## config.mk

```make
export PLATFORM = sky130hd
export DESIGN_NAME = fifo_ray_assembler_flat
export DESIGN_NICKNAME = d
export VERILOG_FILES = /design/src/rtl/rt_stream_pkg.sv /design/src/rtl/fifo_ray_assembler_if.sv /design/src/rtl/stream_out_reg.sv /design/src/rtl/fifo_ray_assembler.sv /design/src/flat_wrapper.sv
export SDC_FILE = /design/constraint.sdc
export NUM_CORES = 1
export LEC_CHECK = 0
export CORE_MARGIN = 3
export CORE_UTILIZATION = 30
export DETAILED_ROUTE_END_ITERATION = 12
export GPL_TIMING_DRIVEN = 1
export RECOVER_POWER = 50
export SLEW_MARGIN = 15
export SYNTH_ARGS = -nofsm -noshare
export SYNTH_HDL_FRONTEND = slang
export SYNTH_SLANG_ARGS = --single-unit
```

## constraint.sdc

```tcl
create_clock -name rclk -period 15.23 [get_ports rclk]
set_input_delay 3.046 -clock rclk [delete_from_list [all_inputs] [get_ports rclk]]
set_output_delay 3.046 -clock rclk [all_outputs]
set_load 0.02 [all_outputs]
```

## src/rtl/rt_stream_pkg.sv

```systemverilog
// rtl/rt_stream_pkg.sv - shared ray-stream assembler state and packet word indices
package rt_stream_pkg;

   typedef enum logic {
      COLLECT = 1'b0,
      HOLD    = 1'b1
   } asm_state_e;

   localparam int RAY_OX = 0;
   localparam int RAY_OY = 1;
   localparam int RAY_OZ = 2;
   localparam int RAY_DX = 3;
   localparam int RAY_DY = 4;
   localparam int RAY_DZ = 5;

endpackage

```

## src/rtl/fifo_ray_assembler_if.sv

```systemverilog
// rtl/fifo_ray_assembler_if.sv - FIFO read port and ray packet stream bundle
interface fifo_ray_assembler_if #(
   parameter int DATA_WIDTH = 32,
   parameter int WORDS      = 6,
   parameter int ID_WIDTH   = 16
);
   logic                        fifo_empty;
   logic [DATA_WIDTH-1:0]       fifo_data;
   logic                        fifo_r_en;
   logic                        flush;
   logic                        out_valid;
   logic                        out_ready;
   logic [WORDS*DATA_WIDTH-1:0] out_data;
   logic [ID_WIDTH-1:0]         out_id;
   logic                        busy;

   modport slave (
      input  fifo_empty, fifo_data, flush, out_ready,
      output fifo_r_en, out_valid, out_data, out_id, busy
   );

   modport master (
      output fifo_empty, fifo_data, flush, out_ready,
      input  fifo_r_en, out_valid, out_data, out_id, busy
   );
endinterface

```

## src/rtl/stream_out_reg.sv

```systemverilog
// rtl/stream_out_reg.sv - single-entry valid/ready output register
module stream_out_reg #(
   parameter int WIDTH = 8
) (
   input  logic             clk,
   input  logic             rst,
   input  logic             load_i,
   input  logic             ready_i,
   input  logic [WIDTH-1:0] data_i,
   output logic             valid_o,
   output logic [WIDTH-1:0] data_o
);
   logic             valid_q, valid_d;
   logic [WIDTH-1:0] data_q, data_d;

   // A load in the same cycle as an accept keeps valid high with the new data.
   always_comb begin
      valid_d = valid_q;
      data_d  = data_q;
      if (load_i) begin
         valid_d = 1'b1;
         data_d  = data_i;
      end else if (valid_q && ready_i) begin
         valid_d = 1'b0;
      end
   end

   always_ff @(posedge clk or posedge rst) begin
      if (rst) begin
         valid_q <= 1'b0;
         data_q  <= '0;
      end else begin
         valid_q <= valid_d;
         data_q  <= data_d;
      end
   end

   assign valid_o = valid_q;
   assign data_o  = data_q;
endmodule

```

## src/rtl/fifo_ray_assembler.sv

```systemverilog
// rtl/fifo_ray_assembler.sv - pops FIFO words and assembles WORDS-word ray packets
module fifo_ray_assembler
   import rt_stream_pkg::*;
#(
   parameter int DATA_WIDTH = 32,
   parameter int WORDS      = 6,
   parameter int ID_WIDTH   = 16
) (
   input  logic                 rclk,
   input  logic                 rrst,
   fifo_ray_assembler_if.slave  bus
);
   localparam int                CNT_W    = (WORDS > 1) ? $clog2(WORDS) : 1;
   localparam logic [CNT_W-1:0]  LAST_IDX = CNT_W'(WORDS - 1);
   localparam int                PKT_W    = WORDS * DATA_WIDTH;

   asm_state_e                         state_q, state_d;
   logic [CNT_W-1:0]                   cnt_q, cnt_d;
   logic [WORDS-1:0][DATA_WIDTH-1:0]   asm_q, asm_d;
   logic [ID_WIDTH-1:0]                id_q, id_d;
   logic                               pop;
   logic                               slot_free;
   logic                               load;
   logic                               out_valid;
   logic [ID_WIDTH+PKT_W-1:0]          pkt_in, pkt_out;

   // Depends only on registered state and the FIFO's registered flag, so no loop.
   assign bus.fifo_r_en = !rrst && !bus.fifo_empty && !bus.flush && (state_q != HOLD);
   assign pop           = bus.fifo_r_en;
   assign slot_free     = !out_valid || bus.out_ready;

   always_comb begin
      state_d = state_q;
      cnt_d   = cnt_q;
      asm_d   = asm_q;
      id_d    = id_q;
      load    = 1'b0;
      if (pop) begin
         asm_d[cnt_q] = bus.fifo_data;
      end
      case (state_q)
         COLLECT: begin
            if (bus.flush) begin
               cnt_d = '0;
            end else if (pop) begin
               if (cnt_q == LAST_IDX) begin
                  cnt_d = '0;
                  if (slot_free) begin
                     load = 1'b1;
                  end else begin
                     state_d = HOLD;
                  end
               end else begin
                  cnt_d = cnt_q + 1'b1;
               end
            end
         end
         HOLD: begin
            if (slot_free) begin
               load    = 1'b1;
               state_d = COLLECT;
            end
         end
         default: state_d = COLLECT;
      endcase
      if (load) begin
         id_d = id_q + 1'b1;
      end
   end

   always_ff @(posedge rclk or posedge rrst) begin
      if (rrst) begin
         state_q <= COLLECT;
         cnt_q   <= '0;
         asm_q   <= '0;
         id_q    <= '0;
      end else begin
         state_q <= state_d;
         cnt_q   <= cnt_d;
         asm_q   <= asm_d;
         id_q    <= id_d;
      end
   end

   // In HOLD nothing pops, so asm_d equals the stored complete packet.
   assign pkt_in = {id_q, asm_d};

   stream_out_reg #(
      .WIDTH (ID_WIDTH + PKT_W)
   ) u_out_reg (
      .clk     (rclk),
      .rst     (rrst),
      .load_i  (load),
      .ready_i (bus.out_ready),
      .data_i  (pkt_in),
      .valid_o (out_valid),
      .data_o  (pkt_out)
   );

   assign bus.out_valid = out_valid;
   assign bus.out_data  = pkt_out[PKT_W-1:0];
   assign bus.out_id    = pkt_out[ID_WIDTH+PKT_W-1:PKT_W];
   assign bus.busy      = (cnt_q != '0) || (state_q == HOLD);
endmodule

```

## src/flat_wrapper.sv

```systemverilog
// flat-port wrapper written by rule: the top's interface ports become plain ports
module fifo_ray_assembler_flat import rt_stream_pkg::*;
#(
   parameter int DATA_WIDTH = 32,
   parameter int WORDS      = 6,
   parameter int ID_WIDTH   = 16
)
  (rclk, rrst, bus_fifo_empty, bus_fifo_data, bus_flush, bus_out_ready, bus_fifo_r_en, bus_out_valid, bus_out_data, bus_out_id, bus_busy);
  fifo_ray_assembler_if #(.DATA_WIDTH(DATA_WIDTH), .WORDS(WORDS), .ID_WIDTH(ID_WIDTH)) bus_i ();
  input  logic rclk;
  input  logic rrst;
  input wire logic [$bits(bus_i.fifo_empty)-1:0] bus_fifo_empty;
  input wire logic [$bits(bus_i.fifo_data)-1:0] bus_fifo_data;
  input wire logic [$bits(bus_i.flush)-1:0] bus_flush;
  input wire logic [$bits(bus_i.out_ready)-1:0] bus_out_ready;
  output wire logic [$bits(bus_i.fifo_r_en)-1:0] bus_fifo_r_en;
  output wire logic [$bits(bus_i.out_valid)-1:0] bus_out_valid;
  output wire logic [$bits(bus_i.out_data)-1:0] bus_out_data;
  output wire logic [$bits(bus_i.out_id)-1:0] bus_out_id;
  output wire logic [$bits(bus_i.busy)-1:0] bus_busy;
  assign bus_i.fifo_empty = bus_fifo_empty;
  assign bus_i.fifo_data = bus_fifo_data;
  assign bus_i.flush = bus_flush;
  assign bus_i.out_ready = bus_out_ready;
  assign bus_fifo_r_en = bus_i.fifo_r_en;
  assign bus_out_valid = bus_i.out_valid;
  assign bus_out_data = bus_i.out_data;
  assign bus_out_id = bus_i.out_id;
  assign bus_busy = bus_i.busy;
  fifo_ray_assembler #(.DATA_WIDTH(DATA_WIDTH), .WORDS(WORDS), .ID_WIDTH(ID_WIDTH)) u_core (.rclk(rclk), .rrst(rrst), .bus(bus_i));
endmodule
```

==> summary.md <==
| Metric | Value |
|---|---|
| Synth unique cells | 33 |
| Pleak | 10.9 nW |
| Crit start category | primary input |
| Largest family of logic cells by synthesized area | multiplexers |
| 1st-iter DRT viols | 318 |
| Die X | 236 um |
| Final core occ | 0.401 |
| Antenna-violating nets left | 0 |
| CTS Hold Buffers Added | 0 |
| Total detailed-routing wirelength | 36,600 um |
| Yosys warnings | 0 |
| Failing checks | capacitance limit, slew limit |
| Number of synthesized register bits | 421 |
| XOR/XNOR share of the synthesized area | 0.00828 |
| M1 GR Usage | 0.174 |
| FFs w/ async S/R, synth | 1.00 |
| Yosys top cell by area | dfrtp_1 |
| Final setup vio count | 0 |
| H-Tree Depth | 2 |
| Post-synthesis sequential area ratio | 0.664 |
| Synth top area cells | dfrtp_1 66%, mux2_2 26%, mux2_4 2.8% |
| Initial antenna violation count | 1 |
| Storage element area | 10,500 um^2 |
| Count leader, synth | dfrtp_1 |
| DR vias | 8,644 |
| Worst setup EP type | async pin |
| Max_slew headroom | -2.41 |
| Syn_nets | 978 |
| Synth top cells by count | 421 x dfrtp_1, 372 x mux2_2, 30 x mux2_4, 24 x buf_2, 17 x clkbuf_1 |
| CTS tree | done |
| Adder-Cell Fraction of Synth Area | 0.000788 |
| Setup TNS | 0 ns |
| Worst Hold Class | flip-flop to flip-flop |
| Gpl congestion | 0.717 |
| Switching share of power | 0.206 |
| GR Layer Usage met3 | 0.0359 |
| Post-Synth Simple-Gate Area | 0.0179 |
| PortBufs | 247 |
| Total power | 2.55 mW |
| GRT Resource Usage Total | 0.130 |
| Pint | 2.02 mW |
| FMAX | 101 MHz |
| Max VDD drop | 69.2 uV |
| Vias in the first global route | 9,302 |
| HPWL Detailed | 22,600 um |
| Slowest cell on crit path | clkbuf_2 |
| Hold Vio Cnt, Final | 0 |
| Status | finished with violations |
| Layout area overhead | 30.8% |
| Worst Max-Slew Pin Slew | 5.12 ns |
| TritonCTS buffer count | 47 |
| # fillers | 4,708 |
| Synth Flop Type | dfrtp_1 |
| NumNets Final | 1,241 |
| Pwr dens | 123 nW/um^2 |
| Mux cell area share after synthesis | 0.293 |
| Compound-cell area share of the yosys netlist | 0.00221 |
| Clock Skew | 0.0111 ns |
| Reg power frac | 0.469 |
| Crit path max fanout | 155 |
| Pre-Repair DR Iteration Count | 4 |
| Deepest clock path buffer count | 3 |
| Clk_lat worst skew | 0.56 ns |
| IO Count | 248 |
| Max incr delay on CP | 2.94 ns |
| CP Data Arrival Time | 9.72 ns |
| Mapped Area | 15,900 um^2 |
| Post-synth EDFFs | 0 |
| CTS root buffer | clkbuf_16 |
| RSZ-0062 raised after global routing | no |
| Row count | 83 |
| Final Max Slew Viols | 425 |
| Hold WS | 0.471 ns |
| Worst path cell trace | dlygate4sd3_1 -> clkinvlp_2 -> clkbuf_2 |
| Core box area | 51,800 um^2 |
| Area of the multi-input gates | 5130 um^2 |
| Worst Path Class, Setup | primary input to async pin |
| Clk sinks | 421 |
| Power share of the clock group | 0.480 |
| DIE HEIGHT | 236 um |
| Post-cts sizing count | 0 |
| Ratio of cells with drive above 1 in the final layout | 0.351 |
| Die Area | 55,700 um^2 |
| Drt drc | 0 |
| Cells after synthesis | 940 |
| First-pass GRT wire length | 56,700 um |
| GR Util met2 | 0.207 |
| Synth top area share | 0.664 |
| Comb pwr share | 0.051 |
| Vias per cell | 4.50 |
| Period Utilization, post-route | 0.651 |
| MaxCap Viol Count | 7 |
| Starting density of the core | 0.306 |
| Switch Pwr | 0.525 mW |
| CP delay by family, top | buffers and inverters |
| Gr ovfl total | 0 |
| Largest net degree at the start of global routing | 156 |
| Critical Path RT | 15.03 ns |
| Avg Inst Size Synth | 16.9 um^2 |
| Routed WL per cell | 19.1 um |
| CP Buf/Inv Count | 3 |
| Grt peak-use layer | met2 |
| Post-CTS Setup Repair Bufs | 0 |
| Minimum clock period after layout | 9.92 ns |
| Clock-pin slew on the worst setup and hold paths | 0.06 ns |
-- power groups by stage --
stage	sequential [mW]	combinational, mW	clock [mW]
after floorplan	1.21	0.0976	0
final	1.19	0.130	1.22
after detailed placement	1.21	0.136	0
after global routing	1.20	0.145	1.30
after CTS	1.19	0.137	1.26
after global placement	1.21	0.132	0
-- cell families after synthesis --
family,count (synthesis)
multiplexers,403
AND/OR/NAND/NOR,49
XOR/XNOR,15
adder cells (fa/ha/maj),1
flip-flops,421
buffers and inverters,46
AO/OA/AOI/OAI,5
-- cells in the final DEF, fill, tap and decap left out, types with 7 or more instances in the layout --
cell type        synthesis  routed
nor4_1                   7       7
xor2_1                  14      14
dfrtp_1                421     421
clkdlybuf4s50_1          0      37
clkbuf_16                0      49
buf_4                    0       7
nand2_1                  7       7
mux2_2                 372     318
mux2_4                  30      30
bufinv_16                0       8
clkbuf_8                 0      11
clkbuf_1                17      16
dlygate4sd3_1            0     210
mux2_1                   0      54
-- through the flow --
step | cell area, um^2 | setup slack (ns) | cells
2_1_floorplan | 15900 | 0.464 | 940
3_3_place_gp | 19100 | 7.35 | 1834
3_5_place_dp | 19100 | 7.35 | 1834
4_1_cts | 20800 | 7.33 | 1919
5_1_grt | 20800 | 3.69 | 1920
6_report | 20800 | 5.31 | 1920
-- final timing paths --
path,slack (ns),from,end,cells past startpoint
max,5.31,rrst,u_core.u_out_reg.data_o[194],3
min,0.47,u_core.id_q[15],u_core.id_q[15],1
max reg2reg,10.34,u_core.cnt_q[2],u_core.u_out_reg.data_o[50],6
min reg2reg,0.47,u_core.id_q[15],u_core.id_q[15],1
max in group rclk,7.34,rrst,bus_fifo_r_en,3
min in group asynchronous,4.52,rrst,u_core.u_out_reg.data_o[123],2
-- area by class of cell --
class                   instances  area share
diodes                          1    0.000121
clock buffers                  72      0.0685
clock inverters                13      0.0129
inverters                       1    0.000241
multi-input cells             473       0.247
flip-flops and latches        421       0.507
well taps                     680      0.0410
repair buffers                259       0.123
-- registers in the layout, summed over array words and instances (netlist names) --
name,count
u_core.state_q,1
u_core.u_out_reg.valid_o,1
u_core.cnt_q,3
u_core.u_out_reg.data_o,208
u_core.id_q,16
u_core.asm_q,192
-- metal layers --
metal / vias up / wire length (um)
met2: 181 / 17000
met4: 0 / 699
met3: 52 / 2100
met1: 4526 / 16800
met5: - / 0
li1: 3885 / -
No activity file was read; power rests on OpenSTA's default activity.
